## src/rtl/dino_pkg.sv

```systemverilog
// Shared types and helpers for the dino game sequencer.
package dino_pkg;

    // Sequencer states; PAUSED is only reachable when DINO_PAUSE_EN is defined.
    typedef enum logic [1:0] {
        IDLE    = 2'b00,
        RUNNING = 2'b01,
        OVER    = 2'b10,
        PAUSED  = 2'b11
    } game_state_t;

    localparam int SCORE_W_DEF = 16;

    // Clock cycles per frame tick.
    function automatic int calc_tick_div(input int clk_hz, input int tick_hz);
        return clk_hz / tick_hz;
    endfunction

endpackage

```

## src/rtl/dino_game_ctrl_if.sv

```systemverilog
// Link between the game sequencer (master) and the score counter (slave).
// game_start, game_over and game_tick are single-cycle pulses with no back-pressure:
// the counter must act on every cycle a pulse is high. score_in is a plain level
// that the sequencer samples in the cycle its game_over pulse is high.
interface dino_game_ctrl_if
    import dino_pkg::*;
#(
    parameter int SCORE_W = SCORE_W_DEF
);
    logic               game_start;
    logic               game_over;
    logic               game_tick;
    logic [SCORE_W-1:0] score_in;

    modport master (output game_start, output game_over, output game_tick, input score_in);
    modport slave  (input game_start, input game_over, input game_tick, output score_in);
endinterface

```

## src/rtl/dino_tick_div.sv

```systemverilog
// Frame divider: counts 0..DIV-1 while enabled; tc flags the last count of a frame.
module dino_tick_div #(
    parameter int DIV = 10
) (
    input  logic clk,
    input  logic rst,
    input  logic clr,
    input  logic en,
    output logic tc
);
    localparam int CW = (DIV < 2) ? 1 : $clog2(DIV);

    logic [CW-1:0] count;

    assign tc = en && (count == CW'(DIV - 1));

    // Divider counter: clear has priority, otherwise advance and wrap while enabled.
    always_ff @(posedge clk or posedge rst) begin
        if (rst) begin
            count <= '0;
        end else if (clr) begin
            count <= '0;
        end else if (en) begin
            if (count == CW'(DIV - 1)) begin
                count <= '0;
            end else begin
                count <= count + CW'(1);
            end
        end
    end

endmodule

```

## src/rtl/dino_game_ctrl.sv

```systemverilog
// Game sequencer: turns button/collision levels into start/over/tick pulses,
// runs the frame divider, enforces the post-game start lockout and keeps the
// session high score. Optional macro DINO_PAUSE_EN adds a pause input and PAUSED state.
module dino_game_ctrl
    import dino_pkg::*;
#(
    parameter int CLK_HZ        = 50_000_000,
    parameter int TICK_HZ       = 60,
    parameter int SCORE_W       = SCORE_W_DEF,
    parameter int LOCKOUT_TICKS = 30
) (
    input  logic               clk,
    input  logic               rst,
    input  logic               btn_start,
    input  logic               collision,
`ifdef DINO_PAUSE_EN
    input  logic               pause,
`endif
    dino_game_ctrl_if.master   bus,
    output logic [1:0]         state,
    output logic [SCORE_W-1:0] high_score,
    output logic               new_high
);
    localparam int TICK_DIV = calc_tick_div(CLK_HZ, TICK_HZ);
    localparam int LW       = (LOCKOUT_TICKS < 1) ? 1 : $clog2(LOCKOUT_TICKS + 1);

    game_state_t  cur_state;
    game_state_t  nxt_state;
    logic         primed;
    logic         btn_q;
    logic         start_edge;
    logic         pause_edge;
    logic         start_nxt;
    logic         over_nxt;
    logic         tick_nxt;
    logic         div_clr;
    logic         div_en;
    logic         tc;
    logic [LW-1:0] lockout;
    logic         start_q;
    logic         over_q;
    logic         tick_q;

    // The first cycle after reset only loads the edge registers, so a button held
    // through reset is seen as already high and cannot start a game.
    assign start_edge = primed && btn_start && !btn_q;

`ifdef DINO_PAUSE_EN
    logic pause_q;
    assign pause_edge = primed && pause && !pause_q;

    // Pause edge register.
    always_ff @(posedge clk or posedge rst) begin
        if (rst) begin
            pause_q <= 1'b0;
        end else begin
            pause_q <= pause;
        end
    end
`else
    assign pause_edge = 1'b0;
`endif

    // Button edge register and post-reset priming flag.
    always_ff @(posedge clk or posedge rst) begin
        if (rst) begin
            primed <= 1'b0;
            btn_q  <= 1'b0;
        end else begin
            primed <= 1'b1;
            btn_q  <= btn_start;
        end
    end

    assign div_en = (cur_state == RUNNING) || (cur_state == OVER);

    dino_tick_div #(.DIV(TICK_DIV)) u_tick_div (
        .clk (clk),
        .rst (rst),
        .clr (div_clr),
        .en  (div_en),
        .tc  (tc)
    );

    // FSM state register.
    always_ff @(posedge clk or posedge rst) begin
        if (rst) begin
            cur_state <= IDLE;
        end else begin
            cur_state <= nxt_state;
        end
    end

    // FSM next state and next-cycle pulse requests.
    always_comb begin
        nxt_state = cur_state;
        start_nxt = 1'b0;
        over_nxt  = 1'b0;
        tick_nxt  = 1'b0;
        div_clr   = 1'b0;
        case (cur_state)
            IDLE: begin
                if (start_edge) begin
                    nxt_state = RUNNING;
                    start_nxt = 1'b1;
                    div_clr   = 1'b1;
                end
            end
            RUNNING: begin
                if (collision) begin
                    nxt_state = OVER;
                    over_nxt  = 1'b1;
                end else begin
                    tick_nxt = tc;
                    if (pause_edge) begin
                        nxt_state = PAUSED;
                    end
                end
            end
            OVER: begin
                if (start_edge && (lockout == '0)) begin
                    nxt_state = RUNNING;
                    start_nxt = 1'b1;
                    div_clr   = 1'b1;
                end
            end
`ifdef DINO_PAUSE_EN
            PAUSED: begin
                if (pause_edge) begin
                    nxt_state = RUNNING;
                end
            end
`endif
            default: begin
                nxt_state = IDLE;
            end
        endcase
    end

    // Registered output pulses.
    always_ff @(posedge clk or posedge rst) begin
        if (rst) begin
            start_q <= 1'b0;
            over_q  <= 1'b0;
            tick_q  <= 1'b0;
        end else begin
            start_q <= start_nxt;
            over_q  <= over_nxt;
            tick_q  <= tick_nxt;
        end
    end

    // Lockout: loaded on game over, counts frame wraps down while OVER.
    always_ff @(posedge clk or posedge rst) begin
        if (rst) begin
            lockout <= '0;
        end else if (over_nxt) begin
            lockout <= LW'(LOCKOUT_TICKS);
        end else if ((cur_state == OVER) && tc && (lockout != '0)) begin
            lockout <= lockout - LW'(1);
        end
    end

    // High score: sample score_in during the game_over pulse; a new game clears new_high.
    always_ff @(posedge clk or posedge rst) begin
        if (rst) begin
            high_score <= '0;
            new_high   <= 1'b0;
        end else begin
            if (over_q && (bus.score_in > high_score)) begin
                high_score <= bus.score_in;
                new_high   <= 1'b1;
            end
            if (start_nxt) begin
                new_high <= 1'b0;
            end
        end
    end

    assign bus.game_start = start_q;
    assign bus.game_over  = over_q;
    assign bus.game_tick  = tick_q;
    assign state          = cur_state;

endmodule
```

## src/flat_wrapper.sv

```systemverilog
// flat-port wrapper written by rule: the top's interface ports become plain ports
module dino_game_ctrl_flat import dino_pkg::*;
#(
    parameter int CLK_HZ        = 50_000_000,
    parameter int TICK_HZ       = 60,
    parameter int SCORE_W       = SCORE_W_DEF,
    parameter int LOCKOUT_TICKS = 30
)
  (clk, rst, btn_start, collision, state, high_score, new_high, bus_game_start, bus_game_over, bus_game_tick, bus_score_in);
  dino_game_ctrl_if #(.SCORE_W(SCORE_W)) bus_i ();
  input  logic clk;
  input  logic rst;
  input  logic btn_start;
  input  logic collision;
  output logic [1:0] state;
  output logic [SCORE_W-1:0] high_score;
  output logic new_high;
  output wire logic [$bits(bus_i.game_start)-1:0] bus_game_start;
  output wire logic [$bits(bus_i.game_over)-1:0] bus_game_over;
  output wire logic [$bits(bus_i.game_tick)-1:0] bus_game_tick;
  input wire logic [$bits(bus_i.score_in)-1:0] bus_score_in;
  assign bus_game_start = bus_i.game_start;
  assign bus_game_over = bus_i.game_over;
  assign bus_game_tick = bus_i.game_tick;
  assign bus_i.score_in = bus_score_in;
  dino_game_ctrl #(.CLK_HZ(CLK_HZ), .TICK_HZ(TICK_HZ), .SCORE_W(SCORE_W), .LOCKOUT_TICKS(LOCKOUT_TICKS)) u_core (.clk(clk), .rst(rst), .btn_start(btn_start), .collision(collision), .bus(bus_i), .state(state), .high_score(high_score), .new_high(new_high));
endmodule
```

## config.mk

```make
export PLATFORM = sky130hd
export DESIGN_NAME = dino_game_ctrl_flat
export DESIGN_NICKNAME = d
export VERILOG_FILES = /design/src/rtl/dino_pkg.sv /design/src/rtl/dino_game_ctrl_if.sv /design/src/rtl/dino_tick_div.sv /design/src/rtl/dino_game_ctrl.sv /design/src/flat_wrapper.sv
export SDC_FILE = /design/constraint.sdc
export NUM_CORES = 1
export LEC_CHECK = 0
export ABC_CLOCK_PERIOD_IN_PS = 5600
export CORE_ASPECT_RATIO = 1.75
export CORE_MARGIN = 3
export CORE_UTILIZATION = 45
export DETAILED_ROUTE_END_ITERATION = 8
export HOLD_SLACK_MARGIN = 0.03
export PLACE_DENSITY = 0.7
export RECOVER_POWER = 25
export SYNTH_ARGS = -nofsm -noshare
export SYNTH_HDL_FRONTEND = slang
export SYNTH_HIERARCHICAL = 1
export SYNTH_SLANG_ARGS = --single-unit
```

## constraint.sdc

```tcl
create_clock -name clk -period 5.6 [get_ports clk]
set_input_delay 1.12 -clock clk [delete_from_list [all_inputs] [get_ports clk]]
set_output_delay 1.12 -clock clk [all_outputs]
set_load 0.005 [all_outputs]
```

==> results of run 1 <==
[per-stage QoR]
step                      utilization  area, µm²  cells  setup slack [ns]
final                           0.572       3420    408              2.00
after global routing            0.572       3420    408              1.92
after global placement          0.554       3310    400              1.69
after floorplan                     -       2840    286              2.47
after CTS                       0.573       3420    408              2.00
after detailed placement        0.554       3310    400              1.65
[per-layer routing]
metal  wire (µm)  GRT usage  part of all wire
met1        2200      0.170              0.37
met2        3370      0.329              0.57
met3         249     0.0284             0.042
met4         141     0.0665             0.024
met5           0          0                 0
[how the worst max path moves through the flow]
stage | depth (start not counted) | from | end
after floorplan | 7 | bus_score_in[15] | u_core/high_score[0]
after global placement | 7 | bus_score_in[15] | u_core/high_score[11]
after detailed placement | 7 | bus_score_in[14] | u_core/high_score[14]
after CTS | 7 | bus_score_in[14] | u_core/high_score[14]
after global routing | 7 | bus_score_in[14] | u_core/high_score[14]
final | 7 | bus_score_in[14] | u_core/high_score[14]
[worst max-delay path: stages]
cell	delay (ns)
clkdlybuf4s50_1	0.45
ha_1	0.32
nand4_2	0.15
or4_4	0.54
a21o_1	0.19
a31oi_4	0.61
mux2_2	0.41
[sequential cells by signal, summed over array words and instances, names as in the netlist]
name	flops
u_core/bus.game_start	1
u_core/bus.game_over	1
u_core/primed	1
u_core/new_high	1
u_core/btn_q	1
u_core/state	2
u_core/lockout	5
u_core/high_score	16
u_core/u_tick_div/count	20
u_core/bus.game_tick	1
[where the power goes]
part	leakage [nW]	internal [mW]	switching (mW)
sequential	0.605	0.451	0.0908
clock	0.0585	0.134	0.125
combinational	0.840	0.346	0.297
[logic make-up after synthesis]
family,Yosys count,synth area share
compound gates,38,0.0869
xor+xnor,15,0.0463
fa+ha+maj,23,0.101
buf+inv,38,0.0591
flops,49,0.432
mux,17,0.0790
other cells,1,0.00132
simple gates,105,0.194
[area by class of cell]
cell class                 instances  area share
inverter                          31      0.0341
multi-input combinational        199       0.422
tap                               78      0.0286
timing repair buffer              43       0.123
sequential                        49       0.359
clock inverter                     3      0.0128
clock buffer                       5      0.0201
[cells in the final DEF (no fill, tap or decap), types with 2 or more instances in the layout]
cell,instances
dlygate4sd3_1,2
nor2b_1,5
nand3_1,8
nor2_1,32
a21oi_1,17
xnor2_1,9
a32o_1,3
nor4_1,2
nand4_1,10
dfrtp_1,49
o21ai_0,8
nor3_1,10
clkbuf_8,5
and3_1,5
clkdlybuf4s50_1,39
mux2_2,7
xor2_1,6
nand2_1,19
mux2_4,9
or4_4,2
ha_1,23
inv_1,31
==> results_dict.tcl, run 1 <==
set metrics [dict create \
    drtAntennaViolNets 0 \
    grt_util_all_layers 0.170 \
    synthCells 286 \
    total_power_mw 1.44 \
    grt_start_max_net_pins 30 \
    num_antenna_cells 0 \
    cts_sinks 49 \
    min-delay-start "u_core/new_high" \
    cts_tree "yes" \
    period_share 0.643 \
    clock-skew-final_ns 0.0177 \
    routed_wl_mm 5.96 \
    p_per_area_nw_per_um2 422 \
    tightest_slew_ns 1.56 \
    worstRegToRegCells 12 \
    globalplace.congestion 0.853 \
    fin_setup_tns_ns 0 \
    die_y_um 111 \
    hold_buffers 0 \
    regArea_um2 1230 \
    slew_viol_final 30 \
    fmax_mhz 278 \
    setup_viol 0 \
    fin_nets 372 \
    io_buffers 41 \
    status "finished, violations left" \
    reg2reg_to "u_core/u_tick_div/count[13]" \
    syn_nets 329 \
    clockRootBuffer "clkbuf_8" \
    synth_most_common_cell "dfrtp_1" \
    antenna_found_initial 0 \
    crit_arrival_ns 3.80 \
    first_global_vias 2255 \
    tritoncts.num_buffers 5 \
    reg2reg_from "u_core/lockout[0]" \
    grt_pass1_wl_mm 9.87 \
    p_leak_nw 1.50 \
    synth-seq-cells 49 \
    whs_ns 0.529 \
    multi_input_area_um2 1440 \
    wl_per_cell_um 14.6 \
    synth.distinct_cells 47 \
    die_w_um 66.0 \
    critPathKind "in -> reg" \
    hold_path_end "u_core/new_high" \
    ys_top_cells_by_count "49 x dfrtp_1, 32 x nor2_1, 31 x inv_1, 23 x ha_1, 19 x nand2_1" \
    yosys_most_used_dff "dfrtp_1" \
    clockBufferDepth 2 \
    netlist_area_um2 2840 \
    worst_ep_required_time_ns 5.80 \
    critPathCaptureType "flop" \
    dp_hpwl_mm 4.62 \
    post_cts_buffers 0 \
    cp_max_fo 17 \
    start_kind "primary input" \
    core.rowCount 37 \
    initial_core_util 0.475 \
    yosys_warnings 6 \
    insertion_delay_ns 0.31 \
    vias_per_cell 5.32 \
    ys_seq_area_frac 0.432 \
    vias 2171 \
    synth.area.top_cells "dfrtp_1 43%, ha_1 10%, mux2_4 4.8%" \
    max_cap_viol_count 1 \
    violations "max-capacitance violations, max-slew violations" \
    drt_iter0_drc 96 \
    rsz0062_at_grt "no" \
    hp-class "reg -> reg" \
    synth_edf_count 0 \
    slew-limit-headroom -0.0423 \
    min_path_cells 1 \
    hold_viol 0 \
    boundaryPins 42 \
    clk_pin_slew_ns 0.10 \
    synth_top_area_share 0.432 \
    ir_drop_mv 0.184 \
    grt_remaining_overflow 0 \
    synth_async_sr_flop_share 1.00 \
    h-tree-depth 2 \
    period_minus_slack_ns 3.60 \
    die_area_um2 7330 \
    num-fill-cells 521 \
    cts_resized 0 \
    coreArea_um2 5970 \
    syn_to_final_growth_pct 20.5 \
    first_pass_iters 4 \
    synth_top_area_cell "dfrtp_1" \
    final_layout_size_suffix_gt1_frac 0.106 \
    postSynthAreaPerCell_um2 9.92 \
    drc_errors 0 \
    ff2ff_setup_slack_ns 2.68 \
]
No activity file was read; power rests on OpenSTA's default activity.
==> run 2: changes to the inputs <==
--- a/config.mk
+++ b/config.mk
@@ -5,13 +5,13 @@
 export SDC_FILE = /design/constraint.sdc
 export NUM_CORES = 1
 export LEC_CHECK = 0
-export ABC_CLOCK_PERIOD_IN_PS = 5600
+export ABC_CLOCK_PERIOD_IN_PS = 3100
 export CORE_ASPECT_RATIO = 1.75
 export CORE_MARGIN = 3
 export CORE_UTILIZATION = 45
 export DETAILED_ROUTE_END_ITERATION = 8
 export HOLD_SLACK_MARGIN = 0.03
-export PLACE_DENSITY = 0.7
+export PLACE_DENSITY = 0.73
 export RECOVER_POWER = 25
 export SYNTH_ARGS = -nofsm -noshare
 export SYNTH_HDL_FRONTEND = slang
==> constraint.sdc (replaced) <==
create_clock -name clk -period 3.1 [get_ports clk]
set_input_delay 0.62 -clock clk [delete_from_list [all_inputs] [get_ports clk]]
set_output_delay 0.62 -clock clk [all_outputs]
set_load 0.005 [all_outputs]
==> results_dict.tcl, run 2 (same netlist as run 1, synthesis figures left out) <==
set metrics [dict create \
    critPathCaptureType "flop" \
    internal_power_mw 1.72 \
    hold_viol 0 \
    grt_pass1_wl_mm 10.4 \
    critPathSlowestCell "or4_4" \
    combPwrFrac 0.446 \
    wl_per_cell_um 14.3 \
    drc_errors 0 \
    initial_core_util 0.475 \
    status "finished, violations left" \
    fmax_mhz 360 \
    crit_arrival_ns 2.98 \
    start_kind "primary input" \
    hp-class "reg -> reg" \
    first_global_vias 2353 \
    cts_tree "yes" \
    max_stage_delay_ns 0.54 \
    post_cts_buffers 0 \
    syn_to_final_growth_pct 21.5 \
    vias 2212 \
    boundaryPins 42 \
    cts_resized 0 \
    cts_sinks 49 \
    violations "max-capacitance violations, max-slew violations" \
    ir_drop_mv 0.520 \
    setup_viol 0 \
    worst_ep_required_time_ns 3.30 \
    period_share 0.896 \
    grt_util_all_layers 0.177 \
    core.rowCount 37 \
    clock-skew-final_ns 0.0110 \
    die_area_um2 7330 \
    slew-limit-headroom -0.0818 \
    clockBufferDepth 2 \
    clk_pin_slew_ns 0.10 \
    grt_remaining_overflow 0 \
    routed_wl_mm 5.88 \
    fin_setup_tns_ns 0 \
    total_power_mw 2.63 \
    num-fill-cells 512 \
    tightest_slew_ns 1.62 \
    whs_ns 0.537 \
    critPathKind "in -> reg" \
    largest_register_ffs 20 \
    antenna_found_initial 0 \
    grt_start_max_net_pins 30 \
    p_per_area_nw_per_um2 764 \
    swShare 0.348 \
    first_pass_iters 4 \
    max_cap_viol_count 1 \
    p_leak_nw 1.52 \
    final_common_cell "dfrtp_1" \
    slew_viol_final 30 \
    drtAntennaViolNets 0 \
    tritoncts.num_buffers 5 \
    h-tree-depth 2 \
    globalplace.congestion 0.786 \
    top_register "u_core/u_tick_div/count" \
    top_regs "u_core/u_tick_div/count x20, u_core/high_score x16, u_core/lockout x5" \
    period_minus_slack_ns 2.78 \
    dp_hpwl_mm 4.63 \
    drt_iter0_drc 128 \
    seq_power_share 0.372 \
    fin_nets 375 \
    coreArea_um2 5970 \
    rsz0062_at_grt "no" \
    hold_buffers 0 \
    power.net_switching_mw 0.918 \
    insertion_delay_ns 0.31 \
    pwr-share-clk 0.182 \
    num_antenna_cells 0 \
    die_w_um 66.0 \
    crit_chain "clkdlybuf4s50_1 -> ha_1 -> nand4_2 -> or4_4 -> a21o_1 -> a31oi_4 -> buf_4 -> mux2_4" \
    final_cell_mix "49 x dfrtp_1, 39 x clkdlybuf4s50_1, 32 x nor2_1, 31 x inv_1, 23 x ha_1" \
    clockRootBuffer "clkbuf_8" \
    cp_max_fo 9 \
    io_buffers 41 \
    vias_per_cell 5.38 \
    final_layout_size_suffix_gt1_frac 0.114 \
    die_y_um 111 \
]
run 2: power by group through the flow:
| stage | Combinational, mW | Sequential (mW) | Clock, mW |
|---|---|---|---|
| after floorplan | 0.724 | 0.972 | 0 |
| after global placement | 1.15 | 0.990 | 0 |
| after detailed placement | 1.19 | 0.996 | 0 |
| after CTS | 1.19 | 0.983 | 0.497 |
| after global routing | 1.32 | 1.01 | 0.519 |
| final | 1.17 | 0.980 | 0.480 |
run 2: path summary, 6_finish.rpt:
check                                   from                     endpoint  cells past startpoint  slack (ns)
setup / recovery            bus_score_in[13]         u_core/high_score[0]                      8        0.32
max in group asynchronous                rst              u_core/state[0]                      3        0.82
hold / removal             u_core/lockout[4]            u_core/lockout[4]                      2        0.54
hold reg to reg            u_core/lockout[4]            u_core/lockout[4]                      2        0.54
setup reg to reg           u_core/lockout[0]  u_core/u_tick_div/count[13]                     11        0.44
min in group asynchronous                rst   u_core/u_tick_div/count[4]                      2        0.92
run 2: per-stage QoR:
stage                     instance area (µm²)  instances  utilization  worst slack [ns]
after floorplan                          2840        286            -             0.475
final                                    3450        411        0.577             0.321
after global routing                     3450        411        0.577             0.150
after CTS                                3450        411        0.578             0.319
after detailed placement                 3330        403        0.558           -0.0134
after global placement                   3330        403        0.558            0.0198
run 2: critical path, delay by kind of cell:
kind,cells,cell delay (ns)
buffers and inverters,2,0.66
and+or+nand+nor,2,0.69
muxes,1,0.32
adders and majority gates,1,0.33
AOI/OAI and AO/OA,2,0.36
run 2: area by class of cell:
cell class / count / area (µm²) / share of cell area
sequential: 49 / 1230 / 0.356
clock buffer: 6 / 82.6 / 0.0240
inverter: 31 / 116 / 0.0338
multi-input combinational: 199 / 1440 / 0.419
clock inverter: 2 / 37.5 / 0.0109
tap: 78 / 97.6 / 0.0283
timing repair buffer: 46 / 444 / 0.129
run 2: routing by layer:
layer,up-vias,GRT usage,wire (µm)
met2,52,0.337,3340
met1,1075,0.184,2170
met4,0,0.0638,138
met5,-,0,0
met3,12,0.0314,236
li1,1073,-,-
==> run 3: changes to the inputs <==
--- a/config.mk
+++ b/config.mk
@@ -5,7 +5,7 @@
 export SDC_FILE = /design/constraint.sdc
 export NUM_CORES = 1
 export LEC_CHECK = 0
-export ABC_CLOCK_PERIOD_IN_PS = 3100
+export ABC_CLOCK_PERIOD_IN_PS = 2500
 export CORE_ASPECT_RATIO = 1.75
 export CORE_MARGIN = 3
 export CORE_UTILIZATION = 45
==> constraint.sdc (replaced) <==
create_clock -name clk -period 2.5 [get_ports clk]
set_input_delay 0.5 -clock clk [delete_from_list [all_inputs] [get_ports clk]]
set_output_delay 0.5 -clock clk [all_outputs]
set_load 0.005 [all_outputs]
==> results_dict.tcl, run 3 (same netlist as run 1, synthesis figures left out) <==
set metrics [dict create \
    status "finished, violations left" \
    violations "max-capacitance violations, max-slew violations" \
    fin_setup_tns_ns 0 \
    final_cell_mix "49 x dfrtp_1, 31 x inv_1, 31 x nor2_1, 28 x clkdlybuf4s50_1, 20 x ha_1" \
    start_kind "primary input" \
    routed_wl_mm 6.24 \
    num-fill-cells 505 \
    slew-limit-headroom -0.0602 \
    fmax_mhz 409 \
    insertion_delay_ns 0.30 \
    worst_ep_required_time_ns 2.69 \
    grt_start_max_net_pins 30 \
    largest_register_ffs 20 \
    ir_drop_mv 0.428 \
    die_y_um 111 \
    coreArea_um2 5970 \
    seq_power_share 0.347 \
    vias_per_cell 5.27 \
    regArea_um2 1230 \
    num_antenna_cells 0 \
    wl_per_cell_um 14.7 \
    core.rowCount 37 \
    pwr-share-clk 0.170 \
    final_layout_size_suffix_gt1_frac 0.164 \
    hold_path_end "u_core/high_score[9]" \
    worstRegToRegCells 8 \
    syn_to_final_growth_pct 27.7 \
    tightest_slew_ns 1.59 \
    period_minus_slack_ns 2.45 \
    tritoncts.num_buffers 5 \
    setup_viol 0 \
    reg2reg_to "u_core/high_score[14]" \
    p_per_area_nw_per_um2 963 \
    period_share 0.978 \
    max_cap_viol_count 1 \
    top_regs "u_core/u_tick_div/count x20, u_core/high_score x16, u_core/lockout x5" \
    grt_util_all_layers 0.177 \
    hold_buffers 0 \
    grt_remaining_overflow 0 \
    hold_viol 0 \
    internal_power_mw 2.28 \
    final_common_cell "dfrtp_1" \
    slew_viol_final 30 \
    h-tree-depth 2 \
    boundaryPins 42 \
    cts_tree "yes" \
    top_register "u_core/u_tick_div/count" \
    critPathKind "in -> reg" \
    swShare 0.346 \
    clk_pin_slew_ns 0.09 \
    clockBufferDepth 2 \
    globalplace.congestion 0.806 \
    clockRootBuffer "clkbuf_8" \
    crit_arrival_ns 2.64 \
    min_path_cells 2 \
    die_area_um2 7330 \
    multi_input_area_um2 1510 \
    cp_max_fo 8 \
    total_power_mw 3.49 \
    min-delay-start "bus_score_in[9]" \
    io_buffers 41 \
    antenna_found_initial 0 \
    die_w_um 66.0 \
    cts_sinks 49 \
    hp-class "in -> reg" \
    combPwrFrac 0.483 \
    ff2ff_setup_slack_ns 0.08 \
    vias 2239 \
    fin_nets 389 \
    critPathCaptureType "flop" \
    drc_errors 0 \
    drtAntennaViolNets 0 \
    first_pass_iters 4 \
    p_leak_nw 1.64 \
    grt_pass1_wl_mm 10.2 \
    dp_hpwl_mm 4.82 \
    first_global_vias 2236 \
    clock-skew-final_ns 0.00973 \
    drt_iter0_drc 81 \
    power.net_switching_mw 1.21 \
    initial_core_util 0.475 \
    reg2reg_from "u_core/high_score[14]" \
]
[run 3: cell type report]
class,instances,share of cell area
clock buffer,6,0.0228
clock inverter,2,0.0104
inverter,31,0.0321
multi-input combinational,199,0.416
sequential,49,0.338
tap,78,0.0269
timing repair buffer,60,0.153
[run 3: stage by stage]
| step | area, µm² | util | hold WS [ns] | setup slack [ns] | cells |
|---|---|---|---|---|---|
| finish | 3620 | 0.607 | 0.475 | 0.0541 | 425 |
| global route | 3620 | 0.607 | 0.474 | -0.0000768 | 425 |
| CTS | 3590 | 0.602 | 0.544 | 0.0428 | 424 |
| detailed placement | 3420 | 0.573 | 0.506 | -0.471 | 415 |
| global placement | 3420 | 0.573 | 0.509 | -0.447 | 415 |
| floorplan | 2840 | - | 0.464 | 0.00363 | 286 |
[run 3: critical path, cell delays in order]
cell	delay, ns
dlygate4sd2_1	0.25
ha_1	0.34
nand4_4	0.11
or4_4	0.53
a21o_1	0.19
a31oi_4	0.19
buf_6	0.18
mux2_2	0.35
[run 3: per-layer routing]
metal / vias to the layer above / global-route usage / wire length (µm)
li1: 1095 / - / -
met1: 1078 / 0.186 / 2310
met2: 54 / 0.343 / 3590
met3: 12 / 0.0233 / 221
met4: 0 / 0.0583 / 126
met5: - / 0 / 0
[run 3: power by group through the flow]
| stage | Sequential (mW) | Clock, mW | Combinational (mW) |
|---|---|---|---|
| 2_1_floorplan | 1.20 | 0 | 0.897 |
| 3_3_place_gp | 1.22 | 0 | 1.55 |
| 3_5_place_dp | 1.23 | 0 | 1.58 |
| 4_1_cts | 1.21 | 0.614 | 1.64 |
| 5_1_grt | 1.25 | 0.637 | 1.87 |
| 6_report | 1.21 | 0.592 | 1.69 |
[run 3: worst max path at each step]
| stage | startpoint | slack [ns] | cells after the start | end |
|---|---|---|---|---|
| final | bus_score_in[14] | 0.05 | 8 | u_core/high_score[14] |
| after global routing | u_core/high_score[14] | -0.00008 | 8 | u_core/high_score[14] |
| after CTS | bus_score_in[9] | 0.04 | 8 | u_core/high_score[13] |
| after detailed placement | bus_score_in[12] | -0.47 | 8 | u_core/high_score[11] |
| after global placement | bus_score_in[12] | -0.45 | 8 | u_core/high_score[9] |
| after floorplan | bus_score_in[7] | 0.004 | 7 | u_core/high_score[0] |
[run 3: repair_timing]
| item | in CTS | in global routing |
|---|---|---|
| gates resized for setup | 16 | 7 |
| buffers inserted | 1 | 1 |
| pin swaps | 8 | 4 |
| endpoints found under the setup margin | 17 | 18 |
